File: config.mk
export PLATFORM = sky130hd
export DESIGN_NAME = instr_fetch_queue
export DESIGN_NICKNAME = d
export VERILOG_FILES = /design/src/rtl/instr_fetch_queue_pkg.sv /design/src/rtl/instr_fetch_queue_sync_fifo.sv /design/src/rtl/instr_fetch_queue.sv
export SDC_FILE = /design/constraint.sdc
export NUM_CORES = 1
export LEC_CHECK = 0
export ABC_AREA = 1
export CORE_MARGIN = 3
export CORE_UTILIZATION = 58
export DETAILED_ROUTE_END_ITERATION = 7
export PLACE_DENSITY = 0.78
export SLEW_MARGIN = 20
export SYNTH_ARGS = -nofsm -noshare
export SYNTH_HDL_FRONTEND = slang
export SYNTH_SLANG_ARGS = --single-unit
File: constraint.sdc
create_clock -name clk -period 22.1 [get_ports clk]
set_input_delay 4.42 -clock clk [delete_from_list [all_inputs] [get_ports clk]]
set_output_delay 4.42 -clock clk [all_outputs]
set_load 0.1 [all_outputs]
File: src/rtl/instr_fetch_queue_pkg.sv
// Shared types for the instruction fetch queue and the decoder.
// Raw opcode constants are reused by the decoder's opcode mapping.
package instr_fetch_queue_pkg;

    typedef struct packed {
        logic [31:0] pc;
        logic [31:0] instr;
    } ifq_entry_t;

    typedef enum logic {
        IFQ_RUN,
        IFQ_FLUSH
    } ifq_state_t;

    localparam logic [5:0] OPC_J_RAW   = 6'h02;
    localparam logic [5:0] OPC_JAL_RAW = 6'h03;

    function automatic logic is_jump(input logic [31:0] instr);
        return (instr[31:26] == OPC_J_RAW) || (instr[31:26] == OPC_JAL_RAW);
    endfunction

endpackage

File: src/rtl/instr_fetch_queue_sync_fifo.sv
// Synchronous FIFO with clear and occupancy count.
// Depth need not be a power of two; clear wins over push and pop.
module sync_fifo #(
    parameter int WIDTH = 32,
    parameter int DEPTH = 8,
    localparam int AW = (DEPTH > 1) ? $clog2(DEPTH) : 1,
    localparam int CW = $clog2(DEPTH + 1)
) (
    input  logic             clk,
    input  logic             rst_n,
    input  logic             clear,
    input  logic             push,
    input  logic [WIDTH-1:0] push_data,
    input  logic             pop,
    output logic [WIDTH-1:0] head,
    output logic [CW-1:0]    count
);

    logic [WIDTH-1:0] mem [DEPTH];
    logic [AW-1:0]    rptr;
    logic [AW-1:0]    wptr;
    logic             do_push;
    logic             do_pop;

    function automatic logic [AW-1:0] bump(input logic [AW-1:0] p);
        return (p == AW'(DEPTH - 1)) ? '0 : p + 1'b1;
    endfunction

    // A push into a full FIFO is only legal when the head leaves this cycle
    assign do_pop  = pop && (count != '0);
    assign do_push = push && ((count != CW'(DEPTH)) || do_pop);
    assign head    = mem[rptr];

    always_ff @(posedge clk) begin
        if (!rst_n || clear) begin
            rptr  <= '0;
            wptr  <= '0;
            count <= '0;
        end else begin
            if (do_push) wptr <= bump(wptr);
            if (do_pop)  rptr <= bump(rptr);
            count <= count + CW'(do_push) - CW'(do_pop);
        end
    end

    always_ff @(posedge clk) begin
        if (rst_n && !clear && do_push) mem[wptr] <= push_data;
    end

endmodule

File: src/rtl/instr_fetch_queue.sv
// Fetch PC generation, imem request issue and instruction buffering.
// Optional jump predecode is enabled by defining IFQ_JUMP_PREDECODE_EN.
module instr_fetch_queue
    import instr_fetch_queue_pkg::*;
#(
    parameter int          DEPTH           = 8,
    parameter int          MAX_OUTSTANDING = 4,
    parameter logic [31:0] RESET_PC        = 32'h0000_3000
) (
    input  logic        clk,
    input  logic        rst_n,
    output logic        imem_req_valid,
    input  logic        imem_req_ready,
    output logic [31:0] imem_req_addr,
    input  logic        imem_resp_valid,
    input  logic [31:0] imem_resp_data,
    input  logic        redirect_valid,
    input  logic [31:0] redirect_pc,
    output logic        out_valid,
    input  logic        out_ready,
    output logic [31:0] out_instr,
    output logic [31:0] out_pc
);

    localparam int CW = $clog2(DEPTH + 1);
    localparam int OW = $clog2(MAX_OUTSTANDING + 1);

    ifq_state_t    state;
    ifq_state_t    state_nxt;
    logic [31:0]   pc;
    logic [OW-1:0] outstanding;
    logic [OW-1:0] outstanding_nxt;
    logic [OW-1:0] drop;
    logic [OW-1:0] drop_nxt;
    logic [CW-1:0] occupancy;
    logic [OW-1:0] pend_count;
    logic [31:0]   pend_pc;
    ifq_entry_t    head;
    ifq_entry_t    wr_entry;
    logic          req_fire;
    logic          resp_run;
    logic          pop_fire;
    logic          jump_hit;
    logic [31:0]   jump_target;

    assign req_fire = imem_req_valid && imem_req_ready;
    assign resp_run = imem_resp_valid && (state == IFQ_RUN)
                      && !redirect_valid && (pend_count != '0);
    assign pop_fire = out_valid && out_ready;
    assign wr_entry = '{pc: pend_pc, instr: imem_resp_data};

    assign outstanding_nxt = outstanding + OW'(req_fire)
                             - OW'(imem_resp_valid);

`ifdef IFQ_JUMP_PREDECODE_EN
    logic [31:0] entry_pc_next;
    assign entry_pc_next = pend_pc + 32'd4;
    assign jump_hit      = resp_run && is_jump(imem_resp_data);
    assign jump_target   = {entry_pc_next[31:28], imem_resp_data[25:0], 2'b00};
`else
    assign jump_hit    = 1'b0;
    assign jump_target = '0;
`endif

    always_ff @(posedge clk) begin
        if (!rst_n) state <= IFQ_RUN;
        else        state <= state_nxt;
    end

    // Stale responses still in flight decide whether we sit in FLUSH
    always_comb begin
        drop_nxt = drop;
        if (redirect_valid)
            drop_nxt = outstanding - OW'(imem_resp_valid);
        else if (jump_hit)
            drop_nxt = outstanding_nxt;
        else if (state == IFQ_FLUSH && imem_resp_valid && drop != '0)
            drop_nxt = drop - 1'b1;
        state_nxt = (drop_nxt != '0) ? IFQ_FLUSH : IFQ_RUN;
    end

    // Occupancy plus outstanding reserves a slot for every response
    always_comb begin
        imem_req_valid = 1'b0;
        if (rst_n && state == IFQ_RUN && !redirect_valid
            && outstanding < OW'(MAX_OUTSTANDING)
            && ({1'b0, occupancy} + (CW+1)'(outstanding)) < (CW+1)'(DEPTH))
            imem_req_valid = 1'b1;
    end

    always_ff @(posedge clk) begin
        if (!rst_n) begin
            pc          <= RESET_PC;
            outstanding <= '0;
            drop        <= '0;
        end else begin
            outstanding <= outstanding_nxt;
            drop        <= drop_nxt;
            if (redirect_valid)
                pc <= redirect_pc & ~32'd3;
            else if (jump_hit)
                pc <= jump_target;
            else if (req_fire)
                pc <= pc + 32'd4;
        end
    end

    assign imem_req_addr = pc;
    assign out_valid     = rst_n && (occupancy != '0);
    assign out_pc        = head.pc;
    assign out_instr     = head.instr;

    sync_fifo #(
        .WIDTH ($bits(ifq_entry_t)),
        .DEPTH (DEPTH)
    ) u_ifq (
        .clk       (clk),
        .rst_n     (rst_n),
        .clear     (redirect_valid),
        .push      (resp_run),
        .push_data (wr_entry),
        .pop       (pop_fire),
        .head      (head),
        .count     (occupancy)
    );

    sync_fifo #(
        .WIDTH (32),
        .DEPTH (MAX_OUTSTANDING)
    ) u_pend (
        .clk       (clk),
        .rst_n     (rst_n),
        .clear     (redirect_valid || jump_hit),
        .push      (req_fire),
        .push_data (pc),
        .pop       (resp_run),
        .head      (pend_pc),
        .count     (pend_count)
    );

endmodule

==> results.md <==
* # IOs at 168
* Hold Fails Final Rpt at 0
* Max Fclk at 0.08634 GHz
* Power Density at 82.60 nW/um2
* Clk_skew at 0.02395 ns
* Die width at 222.2 um
* Syn Area/Cell at 12.04 um2
* Maximum vdd ir drop at 0.00006611 V
* Ys flop type: edfxtp_1
* H-tree depth at 3
* Top post-synthesis cells by area: edfxtp_1, nor2_1, o21ai_0
* FF+latch count, synth at 675
* IO buf count at 161
* Max_cap viols at 0
* Register area share after synthesis at 72.57%
* GRT Util Overall at 23.66%
* TritonCTS clock tree: done
* Inserted Clock Buffers at 66
* Synthesized area at 27120 um2
* Tmin final at 11.58 ns
* Final worst slack at 10.52 ns
* Vias in the first global route at 17.77k
* CP Capture Type: output port
* Yosys top cell by area: edfxtp_1
* Routed WL at 59750 um
* DR pass1 iterations at 5
* Worst skew pair latency at 0.58 ns
* Clock slew at reported path FFs at 0.06 ns
* TNS Setup at 0 ns
* RSZ-0062 raised after global routing: no
* Slew margin rel. at 24.93%
* CP Launch Type: primary input
* FP Rows at 78
* CTS Hold Bufs at 0
* Via density at 5.968
* Final setup viols at 0
* Via count at 18.04k
* Pleak at 10.51 nW
* Placeable Area at 45770 um2
* Final HPWL DP at 30960 um
* Gpl congestion at 0.8410
* Slew Limit Fails at 0
* Commonest non-fill, non-tap cells in the layout: edfxtp_1, nor2_1, o21ai_0, clkdlybuf4s50_1, nand2_1
* Initial core utilization at 59.24%
* DP Cell Count at 2910
* Avg WL per Cell at 19.77 um
* EDFF count, synth at 616
* Die Ht at 222.2 um
* First-pass GRT wire length at 93220 um
* Die area at 49380 um2
* Nets at 2477
* Critical setup path kind: primary input to output port
* Yosys warnings at 0
* Synth unique cells at 41
* Commonest non-fill, non-tap cell in the layout: edfxtp_1
* Post-layout util at 68.00%
* Final Cycle Share at 52.40%
* Inserted Diodes at 0
* Clock root buffer master: clkbuf_16
* DP Worst Slack at 10.53 ns
* Pin count of the biggest net entering global routing at 168
* Slew @ Worst Pin at 1.123 ns
* Initial drt markers at 1576
* Postcts setup bufs at 0
* Area Growth Syn to Fin at 14.78%
* Worst EP required at 17.68 ns
* Crit path DAT at 7.16 ns
* Asr flop ratio synth at 0%
* Yosys top cell area share at 68.22%
* HP Class: register to register
* Total gr overflow at 0
* Post_cts resized at 0
* Post-Syn Instances at 2252
* Share of cells above drive strength 1 at 5.448%
* Final std cells w/o fill at 3023
* Clock buffer depth at 3
* Status: finished clean
* CTS Sinks at 675
* Final ANT Viol Nets at 0
* Initial antenna violation count at 0
* Max FO, Critical Path at 30
* Post-route DRC violation count at 0
[path summary, 6_finish.rpt]
path / cells after the start / slack (ns) / from / end
hold / removal: 2 / 0.51 / u_pend.count[2] / u_pend.count[2]
setup / recovery: 8 / 10.52 / redirect_valid / imem_req_valid
setup reg to reg: 10 / 19.01 / u_ifq.count[2] / u_ifq.mem[2][37]
hold reg to reg: 2 / 0.51 / u_pend.count[2] / u_pend.count[2]
[power by group]
| part | switching [mW] | internal [mW] |
|---|---|---|
| clock network | 0.440 | 0.608 |
| registers | 0.0154 | 1.40 |
| logic | 0.0742 | 0.0314 |
[registers in the layout, summed over array words and instances (netlist names), 3 cells and up, named ones only]
| register | cells |
|---|---|
| u_ifq.rptr | 3 |
| u_pend.count | 3 |
| u_ifq.count | 4 |
| drop | 3 |
| u_pend.mem | 120 |
| outstanding | 3 |
| u_ifq.mem | 496 |
| imem_req_addr | 30 |
| u_ifq.wptr | 3 |
[routing by layer]
layer | routed length [um] | part of all wire (%) | track usage (%)
met5 | 0 | 0 | 0
met4 | 1281 | 2.1 | 7.946
met3 | 4840 | 8.1 | 3.990
met2 | 29420 | 49 | 39.57
met1 | 24210 | 41 | 31.94
[cells by family (layout without fill, tap and decap cells)]
group,count (synthesis),after routing,share of synthesized area (%)
simple gates,779,779,11.31
flops,675,675,72.57
xor+xnor,9,9,0.2907
fa+ha+maj,29,29,1.421
buf+inv,214,382,3.433
compound gates,545,545,10.95
other cells,1,4,0.01383
[synth_stat cells (all sizes together) (26+ instances only)]
master and count:
a21oi 39, a31oi 64, buf 60, clkbuf 70, dfxtp 59, edfxtp 616
ha 26, inv 83, nand2 134, nand3 52, nor2 575, o21ai 335
o22ai 92
[cell type report]
class	instances	area, um2
clock buffer	84	1762
clock inverter	29	235.2
fill	3077	14650
inverter	84	326.6
multi-input combinational	1366	6578
sequential	675	19690
tap	600	750.7
timing repair buffer	185	1787
[per-stage QoR]
stage / cell area [um2] / power [mW] / hold WS (ns)
global placement: 29130 / 1.544 / 0.4781
CTS: 31130 / 2.581 / 0.5132
global route: 31120 / 2.649 / 0.5434
finish: 31120 / 2.571 / 0.5116
floorplan: 27130 / 1.507 / 0.4631
detailed placement: 29130 / 1.549 / 0.4952
[critical path, cell delays in order]
cell	delay, ns
clkdlybuf4s50_1	0.40
buf_4	0.23
inv_2	0.30
nand2_2	0.29
nor2_2	0.23
nand2_1	0.10
inv_1	0.06
clkdlybuf4s50_1	1.12
No activity file was read; power rests on OpenSTA's default activity.
